`config.mk`:
```
export PLATFORM = sky130hd
export DESIGN_NAME = conv_filter_engine_flat
export DESIGN_NICKNAME = d
export VERILOG_FILES = /design/src/rtl/conv_pkg.sv /design/src/rtl/conv_filter_engine_if.sv /design/src/rtl/conv_filter_engine_mac_pipe.sv /design/src/rtl/conv_filter_engine.sv /design/src/flat_wrapper.sv
export SDC_FILE = /design/constraint.sdc
export NUM_CORES = 1
export LEC_CHECK = 0
export CAP_MARGIN = 20
export CORE_ASPECT_RATIO = 2
export CORE_UTILIZATION = 60
export CTS_BUF_LIST = sky130_fd_sc_hd__clkbuf_8
export DETAILED_ROUTE_END_ITERATION = 8
export GPL_TIMING_DRIVEN = 1
export PLACE_DENSITY = 0.83
export SLEW_MARGIN = 30
export SYNTH_ARGS = -nofsm -noshare
export SYNTH_HDL_FRONTEND = slang
export SYNTH_SLANG_ARGS = --single-unit
```
`constraint.sdc`:
```
create_clock -name clk -period 4.6 [get_ports clk]
set_input_delay 1.38 -clock clk [delete_from_list [all_inputs] [get_ports clk]]
set_output_delay 1.38 -clock clk [all_outputs]
set_load 0.1 [all_outputs]
```
`src/rtl/conv_pkg.sv`:
```
// Shared types and helpers for the convolution filter engine.
// Holds the state encoding, a ceil-log2 helper and the signed saturation bounds.
package conv_pkg;

   typedef enum logic [1:0] {
      ST_IDLE  = 2'd0,
      ST_MAC   = 2'd1,
      ST_DRAIN = 2'd2,
      ST_HOLD  = 2'd3
   } state_t;

   function automatic int clog2(input int value);
      int r;
      r = 0;
      for (int v = value - 1; v > 0; v = v >> 1) begin
         r++;
      end
      return r;
   endfunction

   function automatic longint sat_max(input int width);
      return (64'sd1 <<< (width - 1)) - 64'sd1;
   endfunction

   function automatic longint sat_min(input int width);
      return -(64'sd1 <<< (width - 1));
   endfunction

endpackage

```
`src/rtl/conv_filter_engine_if.sv`:
```
// Streaming pair input and result output of the convolution filter engine.
// The master drives pairs and accepts results; the slave is the engine.
interface conv_filter_engine_if #(
   parameter int BITWIDTH = 8
) ();

   logic                           in_valid;
   logic                           in_ready;
   logic signed [BITWIDTH-1:0]     weight;
   logic signed [BITWIDTH-1:0]     data;
   logic signed [2*BITWIDTH-1:0]   bias;
   logic                           relu_en;
   logic                           out_valid;
   logic                           out_ready;
   logic signed [2*BITWIDTH-1:0]   result;

   modport master (
      output in_valid, weight, data, bias, relu_en, out_ready,
      input  in_ready, out_valid, result
   );

   modport slave (
      input  in_valid, weight, data, bias, relu_en, out_ready,
      output in_ready, out_valid, result
   );

endinterface

```
`src/rtl/conv_filter_engine_mac_pipe.sv`:
```
// Two-stage multiply-accumulate: registered full-precision product, then
// sign-extended accumulation seeded by the first product of each window.
module mac_pipe
   import conv_pkg::*;
#(
   parameter int BITWIDTH  = 8,
   parameter int ACC_WIDTH = 24
) (
   input  logic                        clk,
   input  logic                        reset,
   input  logic                        clear,
   input  logic                        in_fire,
   input  logic                        in_first,
   input  logic signed [BITWIDTH-1:0]  weight,
   input  logic signed [BITWIDTH-1:0]  data,
   output logic signed [ACC_WIDTH-1:0] acc
);

   localparam int PROD_W = 2 * BITWIDTH;

   logic signed [PROD_W-1:0]    prod_next;
   logic signed [PROD_W-1:0]    prod_q;
   logic                        prod_valid_q;
   logic                        prod_first_q;
   logic signed [ACC_WIDTH-1:0] prod_ext;

   assign prod_next = weight * data;
   assign prod_ext  = {{(ACC_WIDTH-PROD_W){prod_q[PROD_W-1]}}, prod_q};

   always_ff @(posedge clk or negedge reset) begin
      if (!reset) begin
         prod_q       <= '0;
         prod_valid_q <= 1'b0;
         prod_first_q <= 1'b0;
         acc          <= '0;
      end else if (clear) begin
         prod_valid_q <= 1'b0;
         prod_first_q <= 1'b0;
      end else begin
         prod_valid_q <= in_fire;
         prod_first_q <= in_first;
         if (in_fire) begin
            prod_q <= prod_next;
         end
         // Seeding from the first product avoids carrying the previous window's sum.
         if (prod_valid_q) begin
            acc <= prod_first_q ? prod_ext : acc + prod_ext;
         end
      end
   end

endmodule

```
`src/rtl/conv_filter_engine.sv`:
```
// Convolution filter engine: counts one window of weight/data pairs through the
// MAC pipeline, then adds bias, saturates, applies optional ReLU and holds the result.
//
// state    | meaning
// ST_IDLE  | waiting for the first pair of a window
// ST_MAC   | accepting the remaining pairs of the window
// ST_DRAIN | two cycles letting the MAC pipeline settle
// ST_HOLD  | result presented until the downstream handshake
module conv_filter_engine
   import conv_pkg::*;
#(
   parameter int FILTER_WIDTH   = 5,
   parameter int FILTER_HEIGHT  = 5,
   parameter int FILTER_CHANNEL = 3,
   parameter int BITWIDTH       = 8
) (
   input  logic             clk,
   input  logic             reset,
   input  logic             clear,
   output logic             busy,
   conv_filter_engine_if.slave bus
);

   localparam int N         = FILTER_WIDTH * FILTER_HEIGHT * FILTER_CHANNEL;
   localparam int RES_W     = 2 * BITWIDTH;
   localparam int ACC_WIDTH = RES_W + clog2(N) + 1;
   localparam int SUM_W     = ACC_WIDTH + 1;
   localparam int CNT_W     = clog2(N + 1);

   localparam logic signed [SUM_W-1:0] SAT_HI   = SUM_W'(sat_max(RES_W));
   localparam logic signed [SUM_W-1:0] SAT_LO   = SUM_W'(sat_min(RES_W));
   localparam logic [CNT_W-1:0]        LAST_CNT = CNT_W'(N - 1);

   state_t                    state_q, state_d;
   logic [CNT_W-1:0]          cnt_q, cnt_d;
   logic                      drain_q, drain_d;
   logic signed [RES_W-1:0]   bias_q;
   logic                      relu_q;
   logic signed [RES_W-1:0]   result_q;
   logic                      out_valid_q;

   logic                      in_ready;
   logic                      accept;
   logic                      handshake;
   logic                      first_pair;
   logic                      load_result;

   logic signed [ACC_WIDTH-1:0] acc;
   logic signed [SUM_W-1:0]     sum;
   logic signed [RES_W-1:0]     sat_val;
   logic signed [RES_W-1:0]     final_val;

   assign in_ready  = (state_q == ST_IDLE) || (state_q == ST_MAC);
   assign accept    = bus.in_valid && in_ready && !clear;
   assign handshake = out_valid_q && bus.out_ready && !clear;

   always_comb begin
      state_d     = state_q;
      cnt_d       = cnt_q;
      drain_d     = 1'b0;
      first_pair  = 1'b0;
      load_result = 1'b0;
      case (state_q)
         ST_IDLE: begin
            if (accept) begin
               first_pair = 1'b1;
               if (N == 1) begin
                  cnt_d   = '0;
                  state_d = ST_DRAIN;
               end else begin
                  cnt_d   = CNT_W'(1);
                  state_d = ST_MAC;
               end
            end
         end
         ST_MAC: begin
            if (accept) begin
               if (cnt_q == LAST_CNT) begin
                  cnt_d   = '0;
                  state_d = ST_DRAIN;
               end else begin
                  cnt_d = cnt_q + CNT_W'(1);
               end
            end
         end
         ST_DRAIN: begin
            if (drain_q) begin
               load_result = 1'b1;
               state_d     = ST_HOLD;
            end else begin
               drain_d = 1'b1;
            end
         end
         ST_HOLD: begin
            if (handshake) begin
               state_d = ST_IDLE;
            end
         end
         default: state_d = ST_IDLE;
      endcase
      if (clear) begin
         state_d     = ST_IDLE;
         cnt_d       = '0;
         drain_d     = 1'b0;
         load_result = 1'b0;
      end
   end

   always_ff @(posedge clk or negedge reset) begin
      if (!reset) begin
         state_q <= ST_IDLE;
         cnt_q   <= '0;
         drain_q <= 1'b0;
      end else begin
         state_q <= state_d;
         cnt_q   <= cnt_d;
         drain_q <= drain_d;
      end
   end

   mac_pipe #(
      .BITWIDTH  (BITWIDTH),
      .ACC_WIDTH (ACC_WIDTH)
   ) u_mac_pipe (
      .clk      (clk),
      .reset    (reset),
      .clear    (clear),
      .in_fire  (accept),
      .in_first (first_pair),
      .weight   (bus.weight),
      .data     (bus.data),
      .acc      (acc)
   );

   // One extra bit over the accumulator keeps acc + bias from wrapping before the clamp.
   assign sum = $signed({acc[ACC_WIDTH-1], acc})
              + $signed({{(SUM_W-RES_W){bias_q[RES_W-1]}}, bias_q});

   always_comb begin
      sat_val = sum[RES_W-1:0];
      if (sum > SAT_HI) begin
         sat_val = SAT_HI[RES_W-1:0];
      end else if (sum < SAT_LO) begin
         sat_val = SAT_LO[RES_W-1:0];
      end
      final_val = sat_val;
      if (relu_q && sat_val[RES_W-1]) begin
         final_val = '0;
      end
   end

   always_ff @(posedge clk or negedge reset) begin
      if (!reset) begin
         bias_q      <= '0;
         relu_q      <= 1'b0;
         result_q    <= '0;
         out_valid_q <= 1'b0;
      end else begin
         if (first_pair) begin
            bias_q <= bus.bias;
            relu_q <= bus.relu_en;
         end
         if (load_result) begin
            result_q <= final_val;
         end
         if (clear) begin
            out_valid_q <= 1'b0;
         end else if (load_result) begin
            out_valid_q <= 1'b1;
         end else if (handshake) begin
            out_valid_q <= 1'b0;
         end
      end
   end

   assign bus.in_ready  = in_ready;
   assign bus.out_valid = out_valid_q;
   assign bus.result    = result_q;
   assign busy          = (state_q != ST_IDLE);

endmodule

```
`src/flat_wrapper.sv`:
```
// flat-port wrapper written by rule: the top's interface ports become plain ports
module conv_filter_engine_flat import conv_pkg::*;
#(
   parameter int FILTER_WIDTH   = 5,
   parameter int FILTER_HEIGHT  = 5,
   parameter int FILTER_CHANNEL = 3,
   parameter int BITWIDTH       = 8
)
  (clk, reset, clear, busy, bus_in_valid, bus_weight, bus_data, bus_bias, bus_relu_en, bus_out_ready, bus_in_ready, bus_out_valid, bus_result);
  conv_filter_engine_if #(.BITWIDTH(BITWIDTH)) bus_i ();
  input  logic clk;
  input  logic reset;
  input  logic clear;
  output logic busy;
  input wire logic [$bits(bus_i.in_valid)-1:0] bus_in_valid;
  input wire logic [$bits(bus_i.weight)-1:0] bus_weight;
  input wire logic [$bits(bus_i.data)-1:0] bus_data;
  input wire logic [$bits(bus_i.bias)-1:0] bus_bias;
  input wire logic [$bits(bus_i.relu_en)-1:0] bus_relu_en;
  input wire logic [$bits(bus_i.out_ready)-1:0] bus_out_ready;
  output wire logic [$bits(bus_i.in_ready)-1:0] bus_in_ready;
  output wire logic [$bits(bus_i.out_valid)-1:0] bus_out_valid;
  output wire logic [$bits(bus_i.result)-1:0] bus_result;
  assign bus_i.in_valid = bus_in_valid;
  assign bus_i.weight = bus_weight;
  assign bus_i.data = bus_data;
  assign bus_i.bias = bus_bias;
  assign bus_i.relu_en = bus_relu_en;
  assign bus_i.out_ready = bus_out_ready;
  assign bus_in_ready = bus_i.in_ready;
  assign bus_out_valid = bus_i.out_valid;
  assign bus_result = bus_i.result;
  conv_filter_engine #(.FILTER_WIDTH(FILTER_WIDTH), .FILTER_HEIGHT(FILTER_HEIGHT), .FILTER_CHANNEL(FILTER_CHANNEL), .BITWIDTH(BITWIDTH)) u_core (.clk(clk), .reset(reset), .clear(clear), .busy(busy), .bus(bus_i));
endmodule
```
==> results.toml <==
[pwr]
sw_frac_of_total_pct = 52.41
power_switching_mw = 4.105
leakagePower_nw = 4.723
comb_power_share_pct = 75.7
internal-power_mw = 3.728
irDropWorstVdd_v = 0.0003249
seqPwrFrac_pct = 17.5
clkPwrFrac_pct = 6.8
p_per_area_nw_per_um2 = 774.5

[grt]
grt_max_degree = 42
overflow = 0
grt.total_usage_pct = 29.75
grt_antenna_before_repair = 0
grt_pass1_wl_um = 34240
grt_pass1_vias = 7694

[job]
drv_cap = 0

[synth]
synth.most_common_cell = "nand2_1"
async_reset_ff_share_pct = 100.0
syn_inst = 978
synth_top_area_share_pct = 24.87
syn_area_sq_um = 8652
yosys_most_used_dff = "dfrtp_1"
synth_cell_types = 78
syn-num-nets = 1156
synthTopCellsByCount = "102 x nand2_1, 99 x inv_1, 86 x dfrtp_1"
ys_seq_elements = 86
synth_area_leader_cell = "dfrtp_1"
synth_edf_count = 0
yosys_warnings = 0
avgSynthCellArea_sq_um = 8.847
synthTopCellsByArea = "dfrtp_1 25%, fa_1 13%, ha_1 12%"
ys_seq_area_share_pct = 24.87

[die]
core_area_sq_um = 13970
start_util_pct = 61.95
die_y_um = 171.8
dieArea_sq_um = 14930
std_cell_rows = 61
boundaryPins = 57
fp.dieW_um = 86.91

[cells_and_area]
nets = 1254
instances_no_fill = 1270
syn_to_final_growth_pct = 16.91
num_antenna_cells = 0
utilization_pct = 72.42
drive_gt1_share_pct = 17.95

[routing]
wirelength_um = 21070
drt_first_iter_violations = 387
ant_nets = 0
routed-via-count = 7365
wl_per_cell_um = 16.59
vias_per_cell = 5.799
drc = 0
firstDrtPassIters = 4

[place]
hpwl_um = 16440
place.gp.congestion = 0.9285
port_buffers = 56
dp_cells = 1245

[critical_path]
critPathBufInv = 5
endpoint_kind = "flip-flop"
worstSetupStartpointType = "input port"
cpPeakStageDelay_ps = 520
worstPathRequired_ps = 4900
path_common_cell = "fa_1"
cp_max_fo = 6
crit_chain = "buf_2 -> and2_4 -> fa_1 -> inv_2 -> fa_1 -> inv_1 -> fa_1 -> inv_2 -> fa_1 -> inv_2 -> ha_4 -> o21ai_4 -> a21oi_2 -> o21ai_2 -> a21boi_2 -> o21ai_2 -> a211oi_2 -> nor3_1 -> o31ai_1"
crit_slowest_cell = "fa_1"
worstPathArrival_ps = 5300
cp_num_cells = 19
cp_top_family = "adder cells"
crit_type = "input port to flip-flop"
r2r_cells = 12

[cts]
clkSinkCount = 86
clock_latency_ps = 380
cts_buffer_depth = 2
hold_buffers = 0
cts_tree = "done"
cts_buffers = 9
clk_pin_slew_ps = 90
cts_htree_levels = 3
root_buffer = "clkbuf_8"

[hold_path]
holdPathStages = 1
hp-class = "flip-flop to flip-flop"

[timing]
fin_crit_sh_pct = 108.8
hold_viol_final = 0
clock.fmax_mhz = 199.8
slew_viol_final = 0
rsz0062_at_grt = "true"
worst_slack_ps = -405.8
setup_viol = 6
slew_headroom_pct = 34.48
hold_ws_ps = 499.0
worst_pin_slew_ps = 979.8
worst_clock_skew_ps = 14.67
post-route-min-period_ps = 5006

[outcome]
outcome = "finished with violations"
violations = "negative setup slack"
==> registers in the layout, summed over array words and instances, names as in the netlist, 2 cells and up <==
name,cells
u_core.cnt_q,7
u_core.bias_q,16
u_core.u_mac_pipe.prod_q,16
u_core.bus.result,16
u_core.u_mac_pipe.acc,24
u_core.state_q,2
==> area by class of cell <==
| class | instances | area (sq um) |
|---|---|---|
| inverter | 100 | 377.9 |
| timing repair buffer | 118 | 1013 |
| multi-input combinational | 761 | 6142 |
| clock inverter | 5 | 41.29 |
| fill | 1029 | 3852 |
| tap | 189 | 236.5 |
| sequential | 86 | 2152 |
| clock buffer | 11 | 151.4 |
==> through the flow <==
step	setup WS (ps)	total power, mW	setup TNS [ps]	instance area (sq um)
floorplan	-483.6	5.744	-1478	8761
global placement	-1264	6.884	-8079	9774
global route	-539.2	8.503	-1883	10110
finish	-405.8	7.834	-1163	10110
detailed placement	-1484	7.088	-9513	9774
CTS	-341.4	7.728	-1035	10070
==> per-layer routing <==
metal	vias up	global-route usage [%]	wire [um]
met3	72	4.079	540
li1	3556	-	-
met5	-	0	0
met2	192	58.54	11940
met4	0	18.19	1207
met1	3545	27.72	7380
==> repair_timing <==
item                                    4_1_cts  5_1_grt
pin swaps                                    26        9
endpoints found under the setup margin        9        7
gates resized for setup                     108        9
setup buffers                                 9        2
==> worst paths after layout <==
| path | start | endpoint | slack [ps] |
|---|---|---|---|
| max | bus_weight[6] | u_core.u_mac_pipe.prod_q[14] | -410 |
| min | u_core.drain_q | u_core.drain_q | 500 |
| max reg2reg | u_core.u_mac_pipe.acc[0] | u_core.bus.result[10] | 900 |
| min reg2reg | u_core.drain_q | u_core.drain_q | 500 |
| max in group asynchronous | reset | u_core.u_mac_pipe.prod_q[5] | 2830 |
| min in group asynchronous | reset | u_core.bias_q[15] | 960 |
==> kinds of logic (layout without fill, tap and decap cells) <==
logic type               Yosys count  after routing  synth area share, %
AO/OA/AOI/OAI                    244            244                18.34
XOR/XNOR                          56             56                5.669
adder cells (fa/ha/maj)          140            140                25.19
AND/OR/NAND/NOR                  296            296                16.34
flip-flops                        86             86                24.87
multiplexers                      25             25                3.210
buffers and inverters            131            234                6.377
==> worst register-to-register path, cell delays in order, from the launching register on <==
cell and delay, ps:
dfrtp_1 430, ha_1 260, fa_1 450, a211oi_2 270
o211ai_2 180, a211oi_2 530, nor4_1 160, o31ai_1 270
a31o_1 500, buf_4 250, nor3b_1 60, a31oi_1 150
o21ai_1 80
==> power groups by stage <==
stage | Combinational [mW] | Sequential, mW | Clock, mW
5_1_grt | 6.53 | 1.40 | 0.564
3_3_place_gp | 5.52 | 1.36 | 0
4_1_cts | 5.83 | 1.36 | 0.537
6_report | 5.93 | 1.37 | 0.531
2_1_floorplan | 3.99 | 1.75 | 0
3_5_place_dp | 5.71 | 1.38 | 0
==> cells in the final DEF (no fill, tap or decap), types with 4 or more instances in the layout <==
| master | Yosys | final |
|---|---|---|
| nand2_1 | 102 | 94 |
| inv_1 | 99 | 90 |
| dfrtp_1 | 86 | 86 |
| ha_1 | 83 | 76 |
| buf_4 | 4 | 70 |
| nor2_1 | 68 | 68 |
| o21ai_0 | 73 | 68 |
| fa_1 | 57 | 51 |
| a21oi_1 | 52 | 49 |
| clkdlybuf4s50_1 | 0 | 38 |
| and2_1 | 38 | 33 |
| xnor2_1 | 31 | 30 |
| xor2_1 | 25 | 25 |
| mux2_2 | 22 | 22 |
| nand3_1 | 21 | 21 |
| a21o_1 | 16 | 16 |
| a31oi_1 | 16 | 16 |
| o21ai_1 | 13 | 15 |
| nor3_1 | 15 | 15 |
| clkbuf_8 | 2 | 11 |
| a211oi_1 | 11 | 10 |
| nand4_1 | 10 | 10 |
| nand2_2 | 1 | 9 |
| inv_2 | 0 | 9 |
| nand2b_1 | 9 | 6 |
| a211oi_2 | 5 | 6 |
| nor2b_1 | 7 | 6 |
| fa_2 | 0 | 6 |
| and2_4 | 0 | 5 |
| o21ai_2 | 3 | 5 |
| o31ai_1 | 5 | 5 |
| o21a_1 | 5 | 5 |
| ha_4 | 0 | 5 |
| or2_2 | 5 | 4 |
| a21oi_2 | 1 | 4 |
| buf_6 | 2 | 4 |
Power figures use the tool's default switching activity.
